$ cat config.mk
export PLATFORM = sky130hd
export DESIGN_NAME = pcie_recv
export DESIGN_NICKNAME = d
export VERILOG_FILES = /design/src/rtl/pcie_pkg.sv /design/src/rtl/rx_lane_fifo.sv /design/src/rtl/pcie_recv.sv
export SDC_FILE = /design/constraint.sdc
export NUM_CORES = 1
export LEC_CHECK = 0
export BUFFER_PORTS_ARGS = -buffer_cell sky130_fd_sc_hd__buf_4
export CORE_ASPECT_RATIO = 1.25
export CORE_MARGIN = 2
export CORE_UTILIZATION = 60
export CTS_CLUSTER_DIAMETER = 80
export DETAILED_ROUTE_END_ITERATION = 10
export MAX_ROUTING_LAYER = met4
export PLACE_DENSITY = 0.86
export SYNTH_ARGS = -nofsm -noshare
export SYNTH_HDL_FRONTEND = slang
export SYNTH_SLANG_ARGS = --single-unit
$ cat constraint.sdc
create_clock -name clk -period 7.2 [get_ports clk]
set_input_delay 1.44 -clock clk [delete_from_list [all_inputs] [get_ports clk]]
set_output_delay 1.44 -clock clk [all_outputs]
set_load 0.01 [all_outputs]
$ cat src/rtl/pcie_pkg.sv
// Shared definitions for the PCIe-style receive path: word fields, sizes and
// control FSM state encoding.
package pcie_pkg;

   localparam int unsigned DATA_W      = 6;
   localparam int unsigned DEPTH       = 4;
   localparam int unsigned PTR_W       = 2;

   localparam int unsigned VC_BIT      = 5;
   localparam int unsigned DEST_BIT    = 4;
   localparam int unsigned PAYLOAD_MSB = 3;

   typedef enum logic [2:0] {
      ST_RESET,
      ST_INIT,
      ST_IDLE,
      ST_ACTIVE,
      ST_ERROR
   } state_t;

endpackage

$ cat src/rtl/rx_lane_fifo.sv
// Per-lane circular buffer with occupancy count, registered almost-full pause
// and an overflow strobe for pushes that find the lane full.
module rx_lane_fifo #(
   parameter int unsigned DATA_W = 6,
   parameter int unsigned DEPTH  = 4,
   parameter int unsigned PTR_W  = 2
) (
   input  logic              clk,
   input  logic              rst,
   input  logic              push,
   input  logic              en,
   input  logic              rd,
   input  logic [DATA_W-1:0] data_in,
   input  logic [PTR_W:0]    thresh,
   output logic [DATA_W-1:0] head,
   output logic              empty,
   output logic              pausa,
   output logic              ovf
);

   localparam logic [PTR_W:0] FULL_CNT = (PTR_W+1)'(DEPTH);

   logic [DATA_W-1:0] mem [DEPTH];
   logic [PTR_W-1:0]  wr_ptr, rd_ptr;
   logic [PTR_W:0]    count, count_next;
   logic              full, wr;

   assign full  = (count == FULL_CNT);
   assign empty = (count == '0);
   assign head  = mem[rd_ptr];

   // A same-cycle read frees a slot, so a full lane still accepts the push.
   assign wr  = push && en && (!full || rd);
   assign ovf = push && full && !rd;

   assign count_next = count + {{PTR_W{1'b0}}, wr} - {{PTR_W{1'b0}}, rd};

   always_ff @(posedge clk) begin
      if (wr) mem[wr_ptr] <= data_in;
   end

   always_ff @(posedge clk or posedge rst) begin
      if (rst) begin
         wr_ptr <= '0;
         rd_ptr <= '0;
         count  <= '0;
         pausa  <= 1'b0;
      end else begin
         if (wr) wr_ptr <= wr_ptr + 1'b1;
         if (rd) rd_ptr <= rd_ptr + 1'b1;
         count <= count_next;
         pausa <= (count_next >= thresh);
      end
   end

endmodule

$ cat src/rtl/pcie_recv.sv
// Receive side: two checked lane FIFOs merged into one popped output stream by
// a round-robin arbiter, supervised by the RESET/INIT/IDLE/ACTIVE/ERROR FSM.
module pcie_recv import pcie_pkg::*; #(
   parameter int unsigned DATA_W = pcie_pkg::DATA_W,
   parameter int unsigned DEPTH  = pcie_pkg::DEPTH,
   parameter int unsigned PTR_W  = pcie_pkg::PTR_W
) (
   input  logic              clk,
   input  logic              reset,
   input  logic              init,
   input  logic [2:0]        umbral_full,
   input  logic              valid_in0,
   input  logic [DATA_W-1:0] data_in0,
   input  logic              valid_in1,
   input  logic [DATA_W-1:0] data_in1,
   input  logic              pop,
   output logic [DATA_W-1:0] data_out,
   output logic              valid_out,
   output logic              pausa0,
   output logic              pausa1,
   output logic [1:0]        error_id,
   output logic              idle_out,
   output logic              active_out,
   output logic              error_out
);

   state_t            state, state_next;
   logic [2:0]        umbral_reg;
   logic [PTR_W:0]    thresh;
   logic              last_grant, grant, sel, pop_ok;
   logic [1:0]        vld, mis, push, rd, empty, ovf, pausa_v;
   logic [DATA_W-1:0] din  [2];
   logic [DATA_W-1:0] head [2];

   assign vld    = {valid_in1, valid_in0};
   assign din[0] = data_in0;
   assign din[1] = data_in1;
   assign pausa0 = pausa_v[0];
   assign pausa1 = pausa_v[1];

   always_comb begin
      if (umbral_reg == '0)
         thresh = (PTR_W+1)'(1);
      else if (32'(umbral_reg) > DEPTH)
         thresh = (PTR_W+1)'(DEPTH);
      else
         thresh = (PTR_W+1)'(umbral_reg);
   end

   for (genvar n = 0; n < 2; n++) begin : g_lane
      assign mis[n]  = vld[n] && (din[n][DEST_BIT] != 1'(n));
      assign push[n] = vld[n] && !mis[n];

      rx_lane_fifo #(.DATA_W(DATA_W), .DEPTH(DEPTH), .PTR_W(PTR_W)) u_fifo (
         .clk     (clk),
         .rst     (reset),
         .push    (push[n]),
         .en      (state != ST_ERROR),
         .rd      (rd[n]),
         .data_in (din[n]),
         .thresh  (thresh),
         .head    (head[n]),
         .empty   (empty[n]),
         .pausa   (pausa_v[n]),
         .ovf     (ovf[n])
      );
   end

   // Lone non-empty lane wins; with both occupied, the lane not served last.
   assign pop_ok = (state == ST_INIT) || (state == ST_IDLE) || (state == ST_ACTIVE);
   assign grant  = pop && pop_ok && (empty != 2'b11);
   assign sel    = (empty == 2'b00) ? ~last_grant : empty[0];
   assign rd     = grant ? (sel ? 2'b10 : 2'b01) : 2'b00;

   always_ff @(posedge clk or posedge reset) begin
      if (reset) begin
         data_out   <= '0;
         valid_out  <= 1'b0;
         last_grant <= 1'b1;
         error_id   <= '0;
         umbral_reg <= 3'd3;
      end else begin
         valid_out <= grant;
         if (grant) begin
            data_out   <= head[sel];
            last_grant <= sel;
         end
         error_id <= error_id | ovf | mis;
         if (state == ST_INIT) umbral_reg <= umbral_full;
      end
   end

   always_ff @(posedge clk or posedge reset) begin
      if (reset) state <= ST_RESET;
      else       state <= state_next;
   end

   always_comb begin
      state_next = state;
      if (|error_id) begin
         state_next = ST_ERROR;
      end else begin
         unique case (state)
            ST_RESET:  state_next = ST_INIT;
            ST_INIT:   state_next = init ? ST_INIT : ST_IDLE;
            ST_IDLE:   state_next = init ? ST_INIT :
                                    (empty != 2'b11) ? ST_ACTIVE : ST_IDLE;
            ST_ACTIVE: state_next = init ? ST_INIT :
                                    ((empty == 2'b11) && !valid_out) ? ST_IDLE : ST_ACTIVE;
            ST_ERROR:  state_next = ST_ERROR;
            default:   state_next = ST_RESET;
         endcase
      end
   end

   always_comb begin
      idle_out   = (state == ST_IDLE);
      active_out = (state == ST_ACTIVE);
      error_out  = (state == ST_ERROR);
   end

endmodule

# [After elaboration in Yosys (flattened, before gate mapping)]
# Memories as Yosys holds them, arrays and structs flattened.
# Cells that the tools add are included.
[op_classes] n_addsub=8 magnitude_cmp=4 eq_ne=9 mux=19 bitwise=5 n_reduce_logical=32
[ops] op="2-to-1 mux 6 bit" n=3
[ops] op="logical AND 1 bit" n=15
[ops] op="case mux 3 bit (5 select lines)" n=1
[ops] op="zero test 3 bit" n=4
[ops] op="2-to-1 mux 2 bit" n=5
[ops] op="== test 3 bit (second input constant)" n=3
[ops] op="2-to-1 mux 3 bit" n=3
[ops] op="adder 2 x 1 -> 2 bit (second input constant)" n=4
[ops] op="zero test 1 bit" n=7
[ops] op="2-to-1 mux 1 bit" n=7
[ops] op="adder 3 x 1 -> 3 bit" n=2
[ops] op="== test 3 x 2 -> 1 bit (second input constant)" n=2
[ops] op=">= comparator 3 bit" n=2
[ops] op="subtractor 3 x 1 -> 3 bit" n=2
[ops] op="logical OR 1 bit" n=4
[ops] op="OR 2 bit" n=2
[ops] op="== test 3 x 1 -> 1 bit (second input constant)" n=1
[ops] op="greater-than comparator 3 bit (second input constant)" n=1
[ops] op="!= test 3 bit (second input constant)" n=1
[ops] op="== test 2 bit (second input constant)" n=1
[ops] op=">= comparator 2 bit (second input constant)" n=1
[ops] op="zero test 2 bit" n=1
[ops] op="!= test 2 bit (second input constant)" n=1
[ops] op="NOT 1 bit" n=2
[ops] op="2 further kinds" n=2
[word_totals] reg_bits=32 mem_bits_rw=48 inputBits=21 out_inout_bits=14 word_cells=93 mem_count=2
[memory_table] memory="g_lane[0].u_fifo.mem" words=4 width=6 read_ports=1 rd_ports_with_merged_regs=0 wr=1 line_no="rx_lane_fifo.sv:23" rtl="logic [DATA_W-1:0] mem [DEPTH];"
[memory_table] memory="g_lane[1].u_fifo.mem" words=4 width=6 read_ports=1 rd_ports_with_merged_regs=0 wr=1 line_no="rx_lane_fifo.sv:23"

# [Logic depth before layout (Yosys ltp)]
# Gate-level depths: netlist of the first run.
[depth] word_depth=11 depth_mapped=11

# [Hierarchy]
# From an unflattened synthesis of the first run, not the netlist that was laid out.
[hier_totals] cells_unflattened=229 area_unflattened_um2=3543.4
[by_module_without_submodules] module="rx_lane_fifo" instances=2 cells_per_inst=80 area_per_inst_um2=1386.3 seq_area_each_um2=920.9
[by_module_without_submodules] module="pcie_recv" instances=1 cells_per_inst=69 area_per_inst_um2=770.7 seq_area_each_um2=404.1

# [Least setup slack after synthesis of the first run]
# Ideal clock, no wire load.
[synth_path] path_type="in2reg" startpoint="in pop" endpoint="reg g_lane[0].u_fifo.pausa" arrival_time_ns=3.641 t_required_ns=7.082 slack_ns=3.441 path_stages=11 n_path_buf=0 path_cell_list="nand2b_1 > a2111oi_4 > ha_1 > inv_1 > ha_1 > inv_1 > fa_1 > inv_1 > ha_1 > a21o_1 > a21o_1"
[synth_between] elab_chain_cells=8
[synth_rtl] item="from (decl)" line_no="pcie_recv.sv:16" rtl="input logic pop,"
[synth_rtl] item="logical AND 1 bit (*) (2 in series)" line_no="pcie_recv.sv:71" rtl="assign grant = pop && pop_ok && (empty != 2'b11);"
[synth_rtl] item="2-to-1 mux 2 bit (*)" line_no="pcie_recv.sv:73" rtl="assign rd = grant ? (sel ? 2'b10 : 2'b01) : 2'b00;"
[synth_rtl] item="logical OR 1 bit" line_no="rx_lane_fifo.sv:33" rtl="assign wr = push && en && (!full || rd);"
[synth_rtl] item="logical AND 1 bit" line_no="rx_lane_fifo.sv:33"
[synth_rtl] item="adder 3 x 1 -> 3 bit" line_no="rx_lane_fifo.sv:36" rtl="assign count_next = count + {{PTR_W{1'b0}}, wr} - {{PTR_W{1'b0}}, rd};"
[synth_rtl] item="subtractor 3 x 1 -> 3 bit (*)" line_no="rx_lane_fifo.sv:36"
[synth_rtl] item="via g_lane[0].u_fifo.count_next[1]" line_no="rx_lane_fifo.sv:25" rtl="logic [PTR_W:0] count, count_next;"
[synth_rtl] item=">= comparator 3 bit (*)" line_no="rx_lane_fifo.sv:52" rtl="pausa <= (count_next >= thresh);"
[synth_rtl] item="to (signal assigned)" line_no="rx_lane_fifo.sv:52"
[synth_rtl] item="to (decl)" line_no="rx_lane_fifo.sv:17" rtl="output logic pausa,"
# Mark *: on every way through the listed nets, which the timed path passes. The rest lies on a longest branch.
# A chain may end at the register's enable or synchronous reset.

# [Final worst setup path of the first run]
# Ends and elaborated chain as after synthesis.

==> results of run 1 <==
[worst register-to-register path, cell delays in order (launching register included)]
cell	delay (ns)
dfrtp_1	0.44
or3_4	0.43
a2111oi_4	0.67
ha_1	0.34
inv_1	0.05
ha_1	0.13
inv_1	0.05
fa_1	0.49
inv_1	0.07
ha_1	0.30
a21o_1	0.16
a21o_1	0.16
[synthesized netlist by cell type (all sizes together) (4+ instances only)]
cell    count  share of area [%]
edfxtp     48                 41
dfrtp      29                 21
nand2      19                2.0
inv        18                1.9
ha         17                6.1
mux4       12                7.8
and2        8                1.4
xnor2       8                2.0
a21o        6                1.3
a22oi       6                1.3
buf         4               0.50
[area by class of cell]
class,count,area (um2)
clock buffer,11,141
clock inverter,5,63.8
fill,388,1690
inverter,18,67.6
multi-input combinational,118,1140
sequential,80,2250
tap,66,82.6
timing repair buffer,35,263
[per-layer routing]
metal / GRT usage, % / up-vias
li1: - / 893
met1: 23.8 / 956
met2: 30.2 / 37
met3: 5.75 / 11
met4: 8.23 / 0
met5: - / -
[worst max-delay path by stage]
stage	to	slack (ns)	depth (start not counted)	startpoint
2_1_floorplan	g_lane[0].u_fifo.pausa	3.44	11	pop
3_3_place_gp	g_lane[0].u_fifo.pausa	3.19	12	pop
3_5_place_dp	g_lane[0].u_fifo.pausa	3.10	12	pop
4_1_cts	g_lane[0].u_fifo.pausa	3.45	12	pop
5_1_grt	g_lane[0].u_fifo.pausa	3.29	12	pop
6_report	g_lane[0].u_fifo.pausa	3.46	12	pop
[kinds of logic after synthesis]
group / count (synthesis)
AO/OA/AOI/OAI: 24
multiplexers: 15
AND/OR/NAND/NOR: 49
flip-flops: 80
buffers and inverters: 23
adder cells (fa/ha/maj): 19
XOR/XNOR: 11
[metrics by stage]
stage / util [%] / power [mW]
after floorplan: - / 0.715
final: 70.3 / 1.10
after detailed placement: 66.7 / 0.777
after CTS: 70.3 / 1.11
after global routing: 70.3 / 1.16
after global placement: 66.7 / 0.766
[power groups by stage]
stage | clock network, mW | logic, mW | registers [mW]
2_1_floorplan | 0 | 0.147 | 0.567
3_3_place_gp | 0 | 0.187 | 0.579
3_5_place_dp | 0 | 0.197 | 0.580
4_1_cts | 0.341 | 0.201 | 0.570
5_1_grt | 0.361 | 0.222 | 0.575
6_report | 0.336 | 0.197 | 0.569
==> impl_metrics.py, run 1 <==
metrics = {
    "worst_setup_path": {
        "cp_max_fo": 10,
        "regToRegEndpoint": "g_lane[0].u_fifo.pausa",
        "worstRegToRegCells": 11,
        "crit_arrival_ns": 3.99,
        "cp-end-kind": "flop",
        "path_delay_family": "adder cells",
        "rrSetupSlack_ns": 3.80,
        "reg2reg_from": "g_lane[1].u_fifo.count[1]",
        "path_buf_inv": 4,
        "path_class": "primary input to flop",
        "required_ns": 7.45,
        "cp_slowest_cell": "a2111oi_4",
        "cp-start-kind": "primary input",
        "max_stage_delay_ns": 0.56,
        "path_cells": "buf_4 > nand2b_1 > a2111oi_4 > ha_1 > inv_1 > ha_1 > inv_1 > fa_1 > inv_1 > ha_1 > a21o_1 > a21o_1",
    },
    "place": {
        "gp_congestion": 0.780,
        "placed_area_um2": 3800,
        "dp_hpwl_mm": 4.06,
        "dp_slack_ns": 3.10,
        "dp.cells": 317,
        "io_buffers": 34,
    },
    "grt": {
        "grt_pass1_vias": 1851,
        "grt_pass1_wl_mm": 8.75,
        "antenna_found_initial": 0,
        "grt_max_degree": 33,
        "overflow": 0,
        "grt.total_usage_pct": 19.4,
    },
    "drt": {
        "drcViolationCount": 0,
        "wl_met1_mm": 2.44,
        "drtPass1Iterations": 4,
        "ant_nets": 0,
        "wl_mm": 5.58,
        "wire_per_inst_um": 16.7,
        "vias": 1897,
        "first_iter_violations": 138,
        "viasPerCell": 5.70,
        "route.met3.wl_um": 195,
        "met2_length_mm": 2.83,
        "top_layer": "met4",
    },
    "finish": {
        "final_cell_mix": "edfxtp_1 (48), buf_4 (35), dfrtp_1 (29)",
        "area_growth_pct": 15.2,
        "layout_top_registers": "g_lane.u_fifo.mem (48), data_out (6), g_lane.u_fifo.count (6)",
        "fin_nets": 302,
        "drive_gt1_share_pct": 28.1,
        "largest_register_ffs": 48,
        "final_common_cell": "edfxtp_1",
        "stdcell_count": 333,
        "regMostFlops": "g_lane.u_fifo.mem",
        "num_antenna_cells": 0,
        "stdcell_area_um2": 4010,
    },
    "synth": {
        "muxShareOfSynthArea_pct": 8.74,
        "synth-edff-count": 48,
        "synth_nets": 261,
        "yosysSeqAreaShare_pct": 64.5,
        "synthesis.area_um2": 3480,
        "synthFlopType": "edfxtp_1",
        "synth_simple_gate_area_share_pct": 8.09,
        "syn_avg_cell_area_um2": 15.7,
        "ys_ff_latch": 80,
        "yosys_warnings": 0,
        "synth_fa_ha_area_share_pct": 7.26,
        "synth_cells": 221,
        "synth-compound-area-share_pct": 6.04,
        "async_flop_share_pct": 40.0,
        "ys_types": 42,
        "synth_top_family_by_area": "multiplexers",
        "yosys.area_share.xor_xnor_pct": 2.77,
    },
    "flow_run": {
        "drv_cap": 0,
    },
    "power_and_ir_drop": {
        "switching_share_pct": 27.0,
        "clock_power_share_pct": 30.5,
        "pwr-share-seq_pct": 51.6,
        "p_leak_nw": 1.61,
        "intPower_uw": 805,
        "pwr-share-comb_pct": 17.9,
        "powerDensity_nw_per_um2": 275,
        "p_sw_uw": 298,
        "ir_drop_v": 0.000277,
    },
    "sta": {
        "fmax_mhz": 267,
        "slew_viol_final": 0,
        "setup_violations": 0,
        "clock_skew_ns": 0.00868,
        "finalSetupTns_ns": 0,
        "rsz0062_at_grt": "no",
        "max_slew_margin_pct": 53.8,
        "hold_viol_final": 0,
        "holdWs_ns": 0.475,
        "fin_ws_ns": 3.46,
        "tightest_slew_ns": 0.692,
        "fin_crit_ns": 3.74,
        "fin_crit_sh_pct": 52.0,
    },
    "clock_network": {
        "worstSkewPairLatency_ns": 0.36,
        "cts_setup_buffers": 0,
        "cts_buffers": 9,
        "cts_num_sinks": 80,
        "clockBufferDepth": 2,
        "hold_buffers": 0,
        "cts_max_level": 3,
        "root_buffer": "clkbuf_8",
        "cts_resized": 0,
        "cts_tree": "yes",
        "clk_pin_slew_ns": 0.08,
    },
    "worst_hold_path": {
        "hp-start": "data_out[1]",
        "min_path_cells": 2,
        "min_path_type": "flop to flop",
        "whs_endpoint": "data_out[1]",
    },
    "die": {
        "initial_core_util_pct": 61.0,
        "std_cell_rows": 31,
        "die_h_um": 89.1,
        "die_w_um": 72.1,
        "fp.coreArea_um2": 5700,
        "dieArea_um2": 6430,
        "io_pins": 35,
    },
    "status": {
        "status": "completed",
    },
}
Note: power is estimated with default switching activity, not from simulation.
==> run 2, diff against run 1 <==
CORE_UTILIZATION = 58   (was 60)
PLACE_DENSITY = 0.84   (was 0.86)
clock period = 3.5 ns   (was 7.2 ns; I/O delays follow)
==> impl_metrics.py, run 2 (synthesis gave the netlist of run 1 again) <==
metrics = {
    "drt": {
        "wl_mm": 5.70,
        "drtPass1Iterations": 4,
        "vias": 1860,
        "drcViolationCount": 0,
        "wire_per_inst_um": 17.0,
        "viasPerCell": 5.55,
        "first_iter_violations": 88,
        "ant_nets": 0,
    },
    "clock_network": {
        "clockBufferDepth": 2,
        "worstSkewPairLatency_ns": 0.35,
        "hold_buffers": 0,
        "cts_num_sinks": 80,
        "root_buffer": "clkbuf_8",
        "cts_tree": "yes",
        "cts_setup_buffers": 0,
        "cts_max_level": 3,
        "cts_buffers": 9,
        "clk_pin_slew_ns": 0.08,
        "cts_resized": 0,
    },
    "grt": {
        "grt_pass1_vias": 1846,
        "grt_pass1_wl_mm": 9.27,
        "overflow": 0,
        "antenna_found_initial": 0,
        "grt_max_degree": 33,
        "grt.total_usage_pct": 19.5,
    },
    "power_and_ir_drop": {
        "switching_share_pct": 26.7,
        "ir_drop_v": 0.000279,
        "p_leak_nw": 1.62,
        "powerDensity_nw_per_um2": 576,
        "intPower_mw": 1.71,
        "pwr-share-comb_pct": 17.2,
        "clock_power_share_pct": 32.4,
        "pwr-share-seq_pct": 50.4,
        "p_sw_uw": 622,
        "power_mw": 2.33,
    },
    "die": {
        "io_pins": 35,
        "std_cell_rows": 31,
        "die_w_um": 73.3,
        "fp.coreArea_um2": 5780,
        "dieArea_um2": 6640,
        "initial_core_util_pct": 60.2,
        "die_h_um": 90.6,
    },
    "finish": {
        "largest_register_ffs": 48,
        "fin_nets": 304,
        "final_common_cell": "edfxtp_1",
        "final_cell_mix": "edfxtp_1 (48), buf_4 (37), dfrtp_1 (29)",
        "regMostFlops": "g_lane.u_fifo.mem",
        "area_growth_pct": 16.3,
        "nFillCells": 387,
        "drive_gt1_share_pct": 29.0,
        "layout_top_registers": "g_lane.u_fifo.mem (48), data_out (6), g_lane.u_fifo.count (6)",
        "fin_util_pct": 70.0,
        "num_antenna_cells": 0,
    },
    "sta": {
        "max_slew_margin_pct": 55.5,
        "clock_skew_ns": 0.00675,
        "fmax_mhz": 332,
        "fin_crit_sh_pct": 86.2,
        "tightest_slew_ns": 0.665,
        "fin_crit_ns": 3.02,
        "setup_violations": 0,
        "rsz0062_at_grt": "no",
        "holdWs_ns": 0.425,
        "slew_viol_final": 0,
        "finalSetupTns_ns": 0,
        "hold_viol_final": 0,
    },
    "place": {
        "dp_hpwl_mm": 4.12,
        "gp_congestion": 0.849,
        "io_buffers": 34,
    },
    "worst_setup_path": {
        "required_ns": 3.75,
        "cp-start-kind": "flop",
        "path_delay_family": "adder cells",
        "crit_top_cell": "ha_1",
        "cp-end-kind": "flop",
        "rrSetupSlack_ns": 0.48,
        "cp_slowest_cell": "dfrtp_1",
        "cp_max_fo": 5,
        "path_buf_inv": 2,
        "path_class": "flop to flop",
        "max_stage_delay_ns": 0.45,
        "crit_arrival_ns": 3.26,
        "path_cells": "or3_4 > a2111oi_4 > ha_1 > inv_1 > ha_1 > inv_1 > fa_1 > xnor2_1 > xnor2_1 > ha_1 > a21o_1",
    },
    "worst_hold_path": {
        "min_path_type": "primary input to asynchronous set/reset pin",
    },
    "status": {
        "status": "completed",
    },
    "flow_run": {
        "drv_cap": 0,
    },
}
[run 2: cell count changes in the layout (fill, tap and decap cells not counted), sizes merged]
cell      previous run  this run
buf                 35        37
clkbuf              11         9
bufinv               1         2
clkinvlp             1         2
[run 2: layout make-up]
type                            count  area [um2]  share of cell area [%]
Sequential cell                    80        2250                    55.5
Multi-Input combinational cell    118        1140                    28.3
Timing Repair Buffer               37         278                    6.86
Clock buffer                        9         124                    3.06
Clock inverter                      7         104                    2.57
Tap cell                           66        82.6                    2.04
Inverter                           18        67.6                    1.67
[run 2: path summary, 6_finish.rpt]
path	startpoint	to	cells past startpoint
worst max-delay path	g_lane[1].u_fifo.count[1]	g_lane[0].u_fifo.pausa	11
worst min-delay path	reset	umbral_reg[2]	3
worst max register to register	g_lane[1].u_fifo.count[1]	g_lane[0].u_fifo.pausa	11
worst min register to register	data_out[5]	data_out[5]	2
max in group asynchronous	reset	last_grant	3
min in group clk	data_out[5]	data_out[5]	2
[run 2: worst reg2reg max path: cells and delay by family (launching register included)]
kind,cells,cell delay (ns)
buffers and inverters,2,0.10
and+or+nand+nor,1,0.44
xor gates and xnor gates,2,0.35
adders and majority gates,4,1.04
DFF,1,0.45
AOI/OAI and AO/OA,2,0.54
[run 2: power by group through the flow]
stage,clock network [mW],registers [mW],logic (mW)
after CTS,0.770,1.17,0.409
after detailed placement,0,1.20,0.403
final,0.755,1.17,0.401
after floorplan,0,1.17,0.303
after global routing,0.812,1.19,0.451
after global placement,0,1.19,0.386
[run 2: metrics by stage]
stage	instances	area (um2)	worst slack [ns]
after floorplan	221	3480	0.383
after global placement	319	3820	0.410
after detailed placement	319	3820	0.347
after CTS	335	4050	0.473
after global routing	335	4050	0.330
final	335	4050	0.484
[run 2: per-layer routing]
metal | wire length, um | part of all wire (%) | GRT usage [%]
met5 | 0 | 0 | -
met4 | 83 | 1.5 | 7.72
met3 | 254 | 4.5 | 4.80
met2 | 2930 | 51 | 29.4
met1 | 2430 | 43 | 25.7
